--- src/rtl/uart_tx_fifo.sv ---
// UART transmitter fed by a write FIFO. Frames go out back-to-back while words are queued.
// txd, busy, tx_done and in_ready are registers, loaded from the next-cycle state.
module uart_tx_fifo #(
    parameter int unsigned CLKS_PER_BIT = 217,
    parameter int unsigned DATA_BITS    = 8,
    parameter int unsigned PARITY_EN    = 0,
    parameter int unsigned PARITY_ODD   = 0,
    parameter int unsigned STOP_BITS    = 1,
    parameter int unsigned FIFO_DEPTH   = 4
) (
    input  logic                        clk,
    input  logic                        rst,
    input  logic [DATA_BITS-1:0]        in_data,
    input  logic                        in_valid,
    output logic                        in_ready,
    output logic                        txd,
    output logic                        busy,
    output logic                        tx_done,
    output logic [$clog2(FIFO_DEPTH):0] fifo_count
);
    localparam int unsigned BAUD_W = $clog2(CLKS_PER_BIT + 1);
    localparam int unsigned BIT_W  = $clog2(DATA_BITS + 1);
    localparam int unsigned PTR_W  = $clog2(FIFO_DEPTH);
    localparam int unsigned CNT_W  = PTR_W + 1;

    typedef enum logic [2:0] {IDLE, START, DATA, PARITY, STOP} txState_t;

    txState_t             state, stateNext;
    logic [BAUD_W-1:0]    baudCnt, baudNext;
    logic [BIT_W-1:0]     bitCnt, bitNext;
    logic [DATA_BITS-1:0] shiftReg, shiftNext;
    logic                 parityBit, parityNext;
    logic [DATA_BITS-1:0] mem [FIFO_DEPTH];
    logic [PTR_W-1:0]     wrPtr, rdPtr;
    logic [CNT_W-1:0]     count, countNext;
    logic                 txdNext, busyNext, doneNext, readyNext;
    logic                 pushC, popC, baudWrapC;

    assign pushC      = in_valid && in_ready;
    assign baudWrapC  = (baudCnt == BAUD_W'(CLKS_PER_BIT - 1));
    assign countNext  = count + CNT_W'(pushC) - CNT_W'(popC);
    assign fifo_count = count;

    // Frame sequencer: START, DATA, optional PARITY, STOP; pops the next word on the last stop cycle.
    always_comb begin
        stateNext  = state;
        baudNext   = baudCnt;
        bitNext    = bitCnt;
        shiftNext  = shiftReg;
        parityNext = parityBit;
        popC       = 1'b0;
        case (state)
            IDLE: begin
                if (count != '0) begin
                    popC      = 1'b1;
                    baudNext  = '0;
                    bitNext   = '0;
                    stateNext = START;
                end
            end
            START: begin
                if (baudWrapC) begin
                    baudNext  = '0;
                    bitNext   = '0;
                    stateNext = DATA;
                end else begin
                    baudNext = baudCnt + BAUD_W'(1);
                end
            end
            DATA: begin
                if (baudWrapC) begin
                    baudNext  = '0;
                    shiftNext = shiftReg >> 1;
                    if (bitCnt == BIT_W'(DATA_BITS - 1)) begin
                        bitNext   = '0;
                        stateNext = (PARITY_EN != 0) ? PARITY : STOP;
                    end else begin
                        bitNext = bitCnt + BIT_W'(1);
                    end
                end else begin
                    baudNext = baudCnt + BAUD_W'(1);
                end
            end
            PARITY: begin
                if (baudWrapC) begin
                    baudNext  = '0;
                    bitNext   = '0;
                    stateNext = STOP;
                end else begin
                    baudNext = baudCnt + BAUD_W'(1);
                end
            end
            STOP: begin
                if (baudWrapC) begin
                    baudNext = '0;
                    if (bitCnt == BIT_W'(STOP_BITS - 1)) begin
                        bitNext = '0;
                        if (count != '0) begin
                            popC      = 1'b1;
                            stateNext = START;
                        end else begin
                            stateNext = IDLE;
                        end
                    end else begin
                        bitNext = bitCnt + BIT_W'(1);
                    end
                end else begin
                    baudNext = baudCnt + BAUD_W'(1);
                end
            end
            default: stateNext = IDLE;
        endcase
        // Parity is taken at load time because the shifter destroys the word as it goes out.
        if (popC) begin
            shiftNext  = mem[rdPtr];
            parityNext = (^mem[rdPtr]) ^ 1'(PARITY_ODD);
        end
    end

    // Output levels for the upcoming cycle, so the registered outputs line up with the state.
    always_comb begin
        txdNext = 1'b1;
        case (stateNext)
            START:   txdNext = 1'b0;
            DATA:    txdNext = shiftNext[0];
            PARITY:  txdNext = parityNext;
            default: txdNext = 1'b1;
        endcase
        doneNext  = (stateNext == STOP) && (baudNext == BAUD_W'(CLKS_PER_BIT - 1))
                    && (bitNext == BIT_W'(STOP_BITS - 1));
        busyNext  = (stateNext != IDLE) || (countNext != '0);
        readyNext = (countNext != CNT_W'(FIFO_DEPTH));
    end

    always_ff @(posedge clk) begin
        if (rst) begin
            state     <= IDLE;
            baudCnt   <= '0;
            bitCnt    <= '0;
            shiftReg  <= '0;
            parityBit <= 1'b0;
            wrPtr     <= '0;
            rdPtr     <= '0;
            count     <= '0;
            txd       <= 1'b1;
            busy      <= 1'b0;
            tx_done   <= 1'b0;
            in_ready  <= 1'b1;
        end else begin
            state     <= stateNext;
            baudCnt   <= baudNext;
            bitCnt    <= bitNext;
            shiftReg  <= shiftNext;
            parityBit <= parityNext;
            count     <= countNext;
            txd       <= txdNext;
            busy      <= busyNext;
            tx_done   <= doneNext;
            in_ready  <= readyNext;
            if (pushC) wrPtr <= wrPtr + PTR_W'(1);
            if (popC)  rdPtr <= rdPtr + PTR_W'(1);
        end
    end

    always_ff @(posedge clk) begin
        if (pushC) mem[wrPtr] <= in_data;
    end
endmodule
--- config.mk ---
export PLATFORM = sky130hd
export DESIGN_NAME = uart_tx_fifo
export DESIGN_NICKNAME = d
export VERILOG_FILES = /design/src/rtl/uart_tx_fifo.sv
export SDC_FILE = /design/constraint.sdc
export NUM_CORES = 1
export LEC_CHECK = 0
export ABC_AREA = 1
export CAP_MARGIN = 20
export CORE_UTILIZATION = 53
export DETAILED_ROUTE_END_ITERATION = 10
export PLACE_DENSITY = 0.81
export RECOVER_POWER = 100
export SLEW_MARGIN = 10
export SYNTH_ARGS = -nofsm -noshare
export SYNTH_HDL_FRONTEND = slang
export SYNTH_SLANG_ARGS = --single-unit
--- constraint.sdc ---
create_clock -name clk -period 2.85 [get_ports clk]
set_input_delay 0.57 -clock clk [delete_from_list [all_inputs] [get_ports clk]]
set_output_delay 0.57 -clock clk [all_outputs]
set_load 0.005 [all_outputs]
# --- Word level (Yosys, flattened, before mapping) ---
# Memory sizes are Yosys's and may differ from the RTL's. A register that Yosys moved wholly into a read port is not among the register bits.
# Cells that the tools add are included.
word_totals:
  wordCells: 80
  inputBits: 11
  output_inout_bits: 7
  n_memories: 1
  ff_bits: 35
  ram_bits: 32
op_classes:
  muxes: 32
  addsub: 6
  n_reduce_logical: 16
  n_eq_ne: 12
memory_table:
  columns: ["memory", "words", "width", "read_ports", "rd_clocked_by_memory_dff", "wr", "line", "source"]
  rows:
  - ["mem", 4, 8, 1, 1, 1, "33", "logic [DATA_BITS-1:0] mem [FIFO_DEPTH];"]
ops:
  columns: ["operator", "count"]
  rows:
  - ["8-bit 2-to-1 mux", 5]
  - ["4-bit 2-to-1 mux", 6]
  - ["3-bit 2-to-1 mux", 7]
  - ["8-bit equality test, second input constant", 2]
  - ["4-bit case mux with 4 select lines", 1]
  - ["8-bit case mux with 2 select lines", 1]
  - ["3-bit case mux with 5 select lines", 1]
  - ["3-bit by 2-bit equality test with 1-bit output, second input constant", 4]
  - ["3-bit nonzero test", 3]
  - ["8-bit by 1-bit adder with 8-bit output, second input constant", 1]
  - ["4-bit logical NOT", 2]
  - ["8-bit XOR reduction", 1]
  - ["1-bit 2-to-1 mux", 7]
  - ["3-bit by 1-bit equality test with 1-bit output, second input constant", 2]
  - ["3-bit equality test, second input constant", 2]
  - ["2-bit by 1-bit adder with 2-bit output, second input constant", 2]
  - ["4-bit by 1-bit adder with 4-bit output, second input constant", 1]
  - ["4-bit by 3-bit equality test with 1-bit output, second input constant", 1]
  - ["2-bit 2-to-1 mux", 2]
  - ["2-bit nonzero test", 2]
  - ["4-bit OR reduction", 1]
  - ["3-bit by 1-bit adder with 3-bit output", 1]
  - ["1-bit logical AND", 3]
  - ["3-bit logical NOT", 1]
  - ["7 further kinds", 7]

# --- Depth between registers and ports, before layout ---
# Gate-level depths: netlist of run 1.
logic_depth:
  depth_word: 8
  ltp_mapped: 18
  mapped_depth_nobuf: 17

# --- Worst setup path after synthesis of run 1 ---
# Ideal clock, no wire load.
synth_timing:
  path_type: "flip-flop to flip-flop"
  from: "reg baudCnt[0]"
  to: "reg in_ready"
  arrival_time_ps: 2558
  path_slack_ps: 169
  setup_ps: 123
  synth_period_minus_slack_ps: 2681
  n_path_buf: 1
  path_stages_with_launch: 19
  required_ps: 2727
  path_cell_list: "dfxtp_1 -> inv_1 -> ha_1 -> nand2_1 -> nor2_2 -> nand2_4 -> or2_1 -> nand2_2 -> nand2_4 -> buf_2 -> xor2_1 -> ha_1 -> inv_1 -> fa_1 -> xor2_1 -> xor2_1 -> inv_1 -> nor2_1 -> nand3_1"
synth_via:
  elab_chain_len: 5
synth_rtl:
  columns: ["item", "line", "source"]
  rows:
  - ["from (decl)", "29", "logic [BAUD_W-1:0] baudCnt, baudNext;"]
  - ["from (signal assigned)", "151", "baudCnt <= baudNext;"]
  - ["8-bit equality test", "40", "assign baudWrapC = (baudCnt == BAUD_W'(CLKS_PER_BIT - 1));"]
  - ["1-bit 2-to-1 mux", "94", "if (baudWrapC) begin"]
  - ["1-bit case mux with 2 select lines", "52", "case (state)"]
  - ["3-bit by 1-bit subtractor with 3-bit output", "41", "assign countNext = count + CNT_W'(pushC) - CNT_W'(popC);"]
  - ["3-bit != test", "132", "readyNext = (countNext != CNT_W'(FIFO_DEPTH));"]
  - ["to (signal assigned)", "159", "in_ready <= readyNext;"]
  - ["to (decl)", "15", "output logic in_ready,"]
# Every way passes these cells.
# A chain may end at the register's enable or synchronous reset.

# --- Worst setup path in the final report of run 1 ---
# Ends and elaborated chain as after synthesis.

==> metrics.txt, run 1 <==
outcome=completed; register bit total from synthesis=69; Die H=83.41 microns; area share of the largest cell type after synthesis=0.2736; DRT Wirelength=7230 microns; Design Area, Final=4038 sq um; DP Area=3786 sq um; root buf cell=clkbuf_8; Post-Synthesis Cell Area=3512 sq um; Cell Int Power=2214 uW; TritonCTS clock tree=yes; met2 routed WL=3635 microns; clk_skew=0.01040 ns; # fillers=553; max-slew violations=0; Cells after Synth=465; Clock Path Buffers=2; largest net degree at the start of global routing=18; Initial Util=0.5500; P_sw=1412 uW; CTS Sinks=69; Inserted Clock Buffers=9; final setup TNS=0 ns; combinational fraction of design power=0.402; drt drc=0; Top FF cell, synth=dfxtp_1; Site Rows=29; clk slew on worst S/H paths=0.08 ns; drt first pass iters=6; Leak=0.001801 uW; Placeable Area=6386 sq um; register area share after synthesis=0.4845; width of the die=83.41 microns; vias in the first global route=2744; RD Place Congestion=0.8371; Worst EP arrival=2.88 ns; DR WL/cell=12.49 microns; fin util=0.6322; via/cell ratio=5.242; Final Hold Vio Count=0; Final period util=0.9249; crit end category=flop; Worst Slack Setup Final=0.2142 ns; top-count cell post-synth=nand2_1; Mean Syn Cell Area=7.553 sq um; post-synth top area cell=edfxtp_1; met3 WL=320 microns; Iter 0 DRT Violations=241; HP Start=rdPtr[1]$_SDFFE_PP0P_; Rel. slew slack=0.6298; global-route wire length before repair=12210 microns; clock latency on the worst-skew pair=0.35 ns; die area=6956 sq um; VDD IR max=0.5463 mV; startpoint types=flop; Placement Setup Slack=0.1584 ns; Slew @ Worst Pin=0.5553 ns; reg-to-reg critical path startpoint=baudCnt[0]$_SDFF_PP0_; Syn Nets=486; min-delay worst type=reg -> reg; GRT Total Usage=0.2272; yosys warns=0; met1 wire length=3115 microns; CP Class=reg -> reg; max layer used=met4; CP max FO=5; GR Overflow Total=0; Top Ports=18; Final ANT Viol Nets=0; clock share of power=0.232; Max-cap violations=0; area grow syn2layout=14.96%; nets=518; pwr/cell area=898.1 nW/um^2; I/O Buffers=17; Sw Ratio=0.3893; synth cell count leaders=nand2_1 (186), inv_1 (43), nand3_1 (42), nor2_1 (38), dfxtp_1 (37); top post-synthesis cells by area=edfxtp_1 (27%), dfxtp_1 (21%), nand2_1 (20%); layout cells sized above 1=0.08367; Antenna diodes=0; Tmin final=2.636 ns; initial antenna violation count=0; CP required=3.09 ns; area of the multi-input gates=1595 sq um; DP HPWL=5123 microns; asr flop ratio synth=0; Flop pwr share=0.365; Distinct cells, synth=32; Setup crit start=baudCnt[0]$_SDFF_PP0_; maximum clock rate=379.4 MHz; # setup viols final=0; Reg area=1702 sq um; EDFF count, synth=32; via count=3035; Max H-tree Level=3
-- cell type report --
cell class | instances | share of cell area
Sequential cell | 69 | 0.4214
Multi-Input combinational cell | 339 | 0.3951
Timing Repair Buffer | 32 | 0.06539
Inverter | 46 | 0.04276
Clock buffer | 12 | 0.03347
Tap cell | 77 | 0.02386
Clock inverter | 4 | 0.01797
-- sequential cells by signal, summed over array words and instances (netlist names), named ones only --
signal	count
busy	1
wrPtr	2
shiftReg	8
fifo_count	3
in_ready	1
txd	1
tx_done	1
bitCnt	4
parityBit	1
mem	32
rdPtr	2
baudCnt	8
state	3
-- kinds of logic after synthesis --
group,synth area share
fa+ha+maj,0.03776
flops,0.4845
xor+xnor,0.01247
buf+inv,0.06626
compound gates,0.06164
simple gates,0.3374
-- worst max-delay path: stages (launching register included) --
cell     delay [ns]
dfxtp_1        0.34
inv_2          0.07
ha_1           0.14
nand2_1        0.06
nor2_2         0.15
nand2_4        0.09
or2_4          0.25
nand2_2        0.08
nand2_4        0.06
xor2_2         0.13
ha_2           0.17
inv_1          0.05
fa_2           0.33
xor2_1         0.16
xor2_1         0.20
inv_1          0.08
nor2_2         0.12
nand3_1        0.08
-- metrics by stage --
| step | hold WS (ns) | power (uW) | cells |
|---|---|---|---|
| after global placement | 0.4365 | 2720 | 557 |
| after global routing | 0.4908 | 3926 | 579 |
| after floorplan | 0.4255 | 2414 | 465 |
| after CTS | 0.4554 | 3628 | 573 |
| after detailed placement | 0.4458 | 2777 | 557 |
| final | 0.4552 | 3626 | 579 |
-- cells in the final DEF (no fill, tap or decap), drive strengths merged --
cell type | Yosys | routed
dfxtp | 37 | 37
nand3 | 42 | 42
nand2 | 190 | 190
a22oi | 1 | 1
xnor2 | 1 | 1
inv | 46 | 46
o31ai | 1 | 1
ha | 9 | 9
clkinv | 0 | 2
clkbuf | 3 | 17
nand3b | 1 | 1
o21bai | 1 | 1
bufinv | 0 | 2
clkdlybuf4s50 | 0 | 7
a21oi | 14 | 14
xor2 | 4 | 4
or2 | 3 | 3
fa | 1 | 1
a31oi | 7 | 7
nor3 | 5 | 5
buf | 8 | 10
nand4 | 1 | 1
nor2 | 42 | 42
dlygate4sd3 | 0 | 10
o21ai | 16 | 16
edfxtp | 32 | 32
-- power groups by stage --
stage               Combinational (uW)  Clock, uW  Sequential, uW
global placement                  1390          0            1330
floorplan                         1110          0            1300
CTS                               1450        857            1320
detailed placement                1440          0            1340
global route                      1680        900            1350
finish                            1460        843            1320
-- routing by layer --
metal | vias up | track usage
met1 | 1395 | 0.2764
met3 | 17 | 0.05467
met5 | - | 0
met4 | 0 | 0.08621
met2 | 72 | 0.3897
li1 | 1551 | -
-- repair_timing --
action | in CTS | in global routing
hold buffers | 0 | 0
endpoints found under the setup margin | 0 | 1
gates resized for setup | 0 | 7
setup buffers | 0 | 6
hold endpoints to repair | 0 | 0
-- path summary, 6_finish.rpt --
kind                                end  slack (ns)  depth (start not counted)
hold / removal    rdPtr[1]$_SDFFE_PP0P_        0.46                          1
hold reg to reg   rdPtr[1]$_SDFFE_PP0P_        0.46                          1
setup / recovery    in_ready$_SDFF_PP1_        0.21                         17
setup reg to reg    in_ready$_SDFF_PP1_        0.21                         17
Power figures use the tool's default switching activity.
==> run 2: changes to the inputs <==
Settings changed: GPL_TIMING_DRIVEN set to 0.
==> run 2 against run 1 <==
Net effect: register-to-register slack worse by 0.03 ns; clock skew down 0.0014 ns; largest power group unchanged; highest routed layer unchanged; clock power down 21%.
==> metrics.txt, run 2 (synthesis gave the netlist of run 1 again) <==
Clock Path Buffers=2 (unchanged); via/cell ratio=5.198 (-0.84%); layout cells sized above 1=0.08818 (+0.004511); RD Place Congestion=0.8839 (+5.6%); Setup crit start=baudCnt[1]$_SDFF_PP0_; Max-cap violations=0 (unchanged); Design Area, Final=3979 sq um (-1.5%); most used cell along the critical path=inv_1; hold slack=0.4597 ns (+0.004446 ns); Site Rows=29 (unchanged); commonest cells after routing, fill and taps aside=nand2_1 (186), inv_1 (42), nand3_1 (42); GRT Total Usage=0.2208 (-0.006401); Post-Place Cells=559 (+0.36%); # setup viols final=0 (unchanged); width of the die=83.41 microns (unchanged); Final Hold Vio Count=0 (unchanged); total power draw=3484 uW (-3.9%); nets=515 (-0.58%); max-slew violations=0 (unchanged); largest stage delay on the critical path=0.33 ns (about the same); CTS Hold Bufs=0 (unchanged); clk_skew=0.008988 ns (-0.001412 ns); delay-heaviest family, CP=simple AND/OR/NAND/NOR gates; slowest CP cell=dfxtp_2; Largest regs=mem (32), baudCnt (8), shiftReg (8); CTS Sinks=69 (unchanged); outcome=completed; maximum clock rate=375.8 MHz (-0.95%); pwr/cell area=875.6 nW/um^2 (-2.5%); I/O Buffers=17 (unchanged); CP max FO=3 (-2); GR Overflow Total=0 (unchanged); reg-to-reg critical path startpoint=baudCnt[1]$_SDFF_PP0_; TritonCTS clock tree=yes; Worst EP arrival=2.88 ns (about the same); initial antenna violation count=0 (unchanged); Antenna diodes=0 (unchanged); DP Area=3779 sq um (-0.20%); max reg flops=32 (unchanged); Initial Util=0.5500 (unchanged); drt first pass iters=4 (-2); Inserted Clock Buffers=9 (unchanged); commonest non-fill, non-tap cell in the layout=nand2_1; Top Ports=18 (unchanged); Rel. slew slack=0.4910 (-0.1388); crit end category=flop; Max H-tree Level=3 (unchanged); Placeable Area=6386 sq um (unchanged); Slew @ Worst Pin=0.7607 ns (+0.2054 ns); clock latency on the worst-skew pair=0.34 ns (about the same); # fillers=557 (+0.72%); area grow syn2layout=13.29%; Leak=0.001777 uW (-1.3%); largest net degree at the start of global routing=15 (-3); WP buf/inv=3 (unchanged); DP HPWL=5284 microns (+3.1%); DR WL/cell=12.32 microns (-1.3%); Top reg by flops=mem; DRT Wirelength=7096 microns (-1.9%); Die H=83.41 microns (unchanged); Final Non-Filler Cells=576 (-0.52%); CP required=3.07 ns (-0.02 ns); startpoint types=flop; die area=6956 sq um (unchanged); via count=2994 (-1.4%); Final ANT Viol Nets=0 (unchanged); root buf cell=clkbuf_8; CP cell instances=inv_1, ha_1, nand2_1, nor2_2, nand2_4, or2_1, nand2_2, nand2_8, xor2_2, ha_1, inv_1, fa_2, xor2_1, xor2_1, inv_1, nor2_2, nand3_1; HP Start=rdPtr[1]$_SDFFE_PP0P_; Tmin final=2.661 ns (+0.02517 ns); vias in the first global route=2781 (+1.3%); Iter 0 DRT Violations=163 (-32%); min-delay worst type=reg -> reg; global-route wire length before repair=12320 microns (+0.96%); clk slew on worst S/H paths=0.07 ns (about the same); drt drc=0 (unchanged); Final period util=0.9337 (+0.008832); VDD IR max=0.4598 mV (-16%); CP Class=reg -> reg
## run 2: where the power goes
group,total [uW],switching [uW],internal [uW],leakage (uW)
sequential,1300,83.6,1220,0.000597
clock,669,360,309,0.0000824
combinational,1510,981,533,0.00110
## run 2: repair_timing
action                                  4_1_cts  5_1_grt
gates resized for setup                       1        6
setup buffers                                 1        1
endpoints found under the setup margin        3        3
pin swaps                                     1        2
endpoints found under the hold margin         0        0
## run 2: metrics by stage
step,setup slack (ns),util,setup TNS (ns)
after detailed placement,-0.1367,0.5917,-0.2196
after global placement,-0.03780,0.5917,-0.03780
after global routing,-0.01797,0.6230,-0.01797
final,0.1890,0.6230,0
after floorplan,0.1689,-,0
after CTS,0.01819,0.6195,0
## run 2: worst paths after layout
| kind | endpoint | slack [ns] | cells after the start |
|---|---|---|---|
| worst max register to register | in_ready$_SDFF_PP1_ | 0.19 | 17 |
| worst max-delay path | in_ready$_SDFF_PP1_ | 0.19 | 17 |
| worst min register to register | rdPtr[1]$_SDFFE_PP0P_ | 0.46 | 1 |
| worst min-delay path | rdPtr[1]$_SDFFE_PP0P_ | 0.46 | 1 |
## run 2: final cells by class
cell class	instances	area [sq um]	share of cell area
Sequential cell	69	1704	0.4283
Clock inverter	7	42.54	0.01069
Buffer	10	55.05	0.01384
Multi-Input combinational cell	339	1599	0.4019
Tap cell	77	96.34	0.02421
Clock buffer	9	123.9	0.03113
Inverter	46	172.7	0.04340
Timing Repair Buffer	19	185.2	0.04654
## run 2: metal layers
metal	track usage	vias to the layer above	wire length, microns
met1	0.2903	1386	3196
met5	0	-	0
met2	0.3726	59	3584
met3	0.03380	4	271
met4	0.07524	0	44
li1	-	1545	-
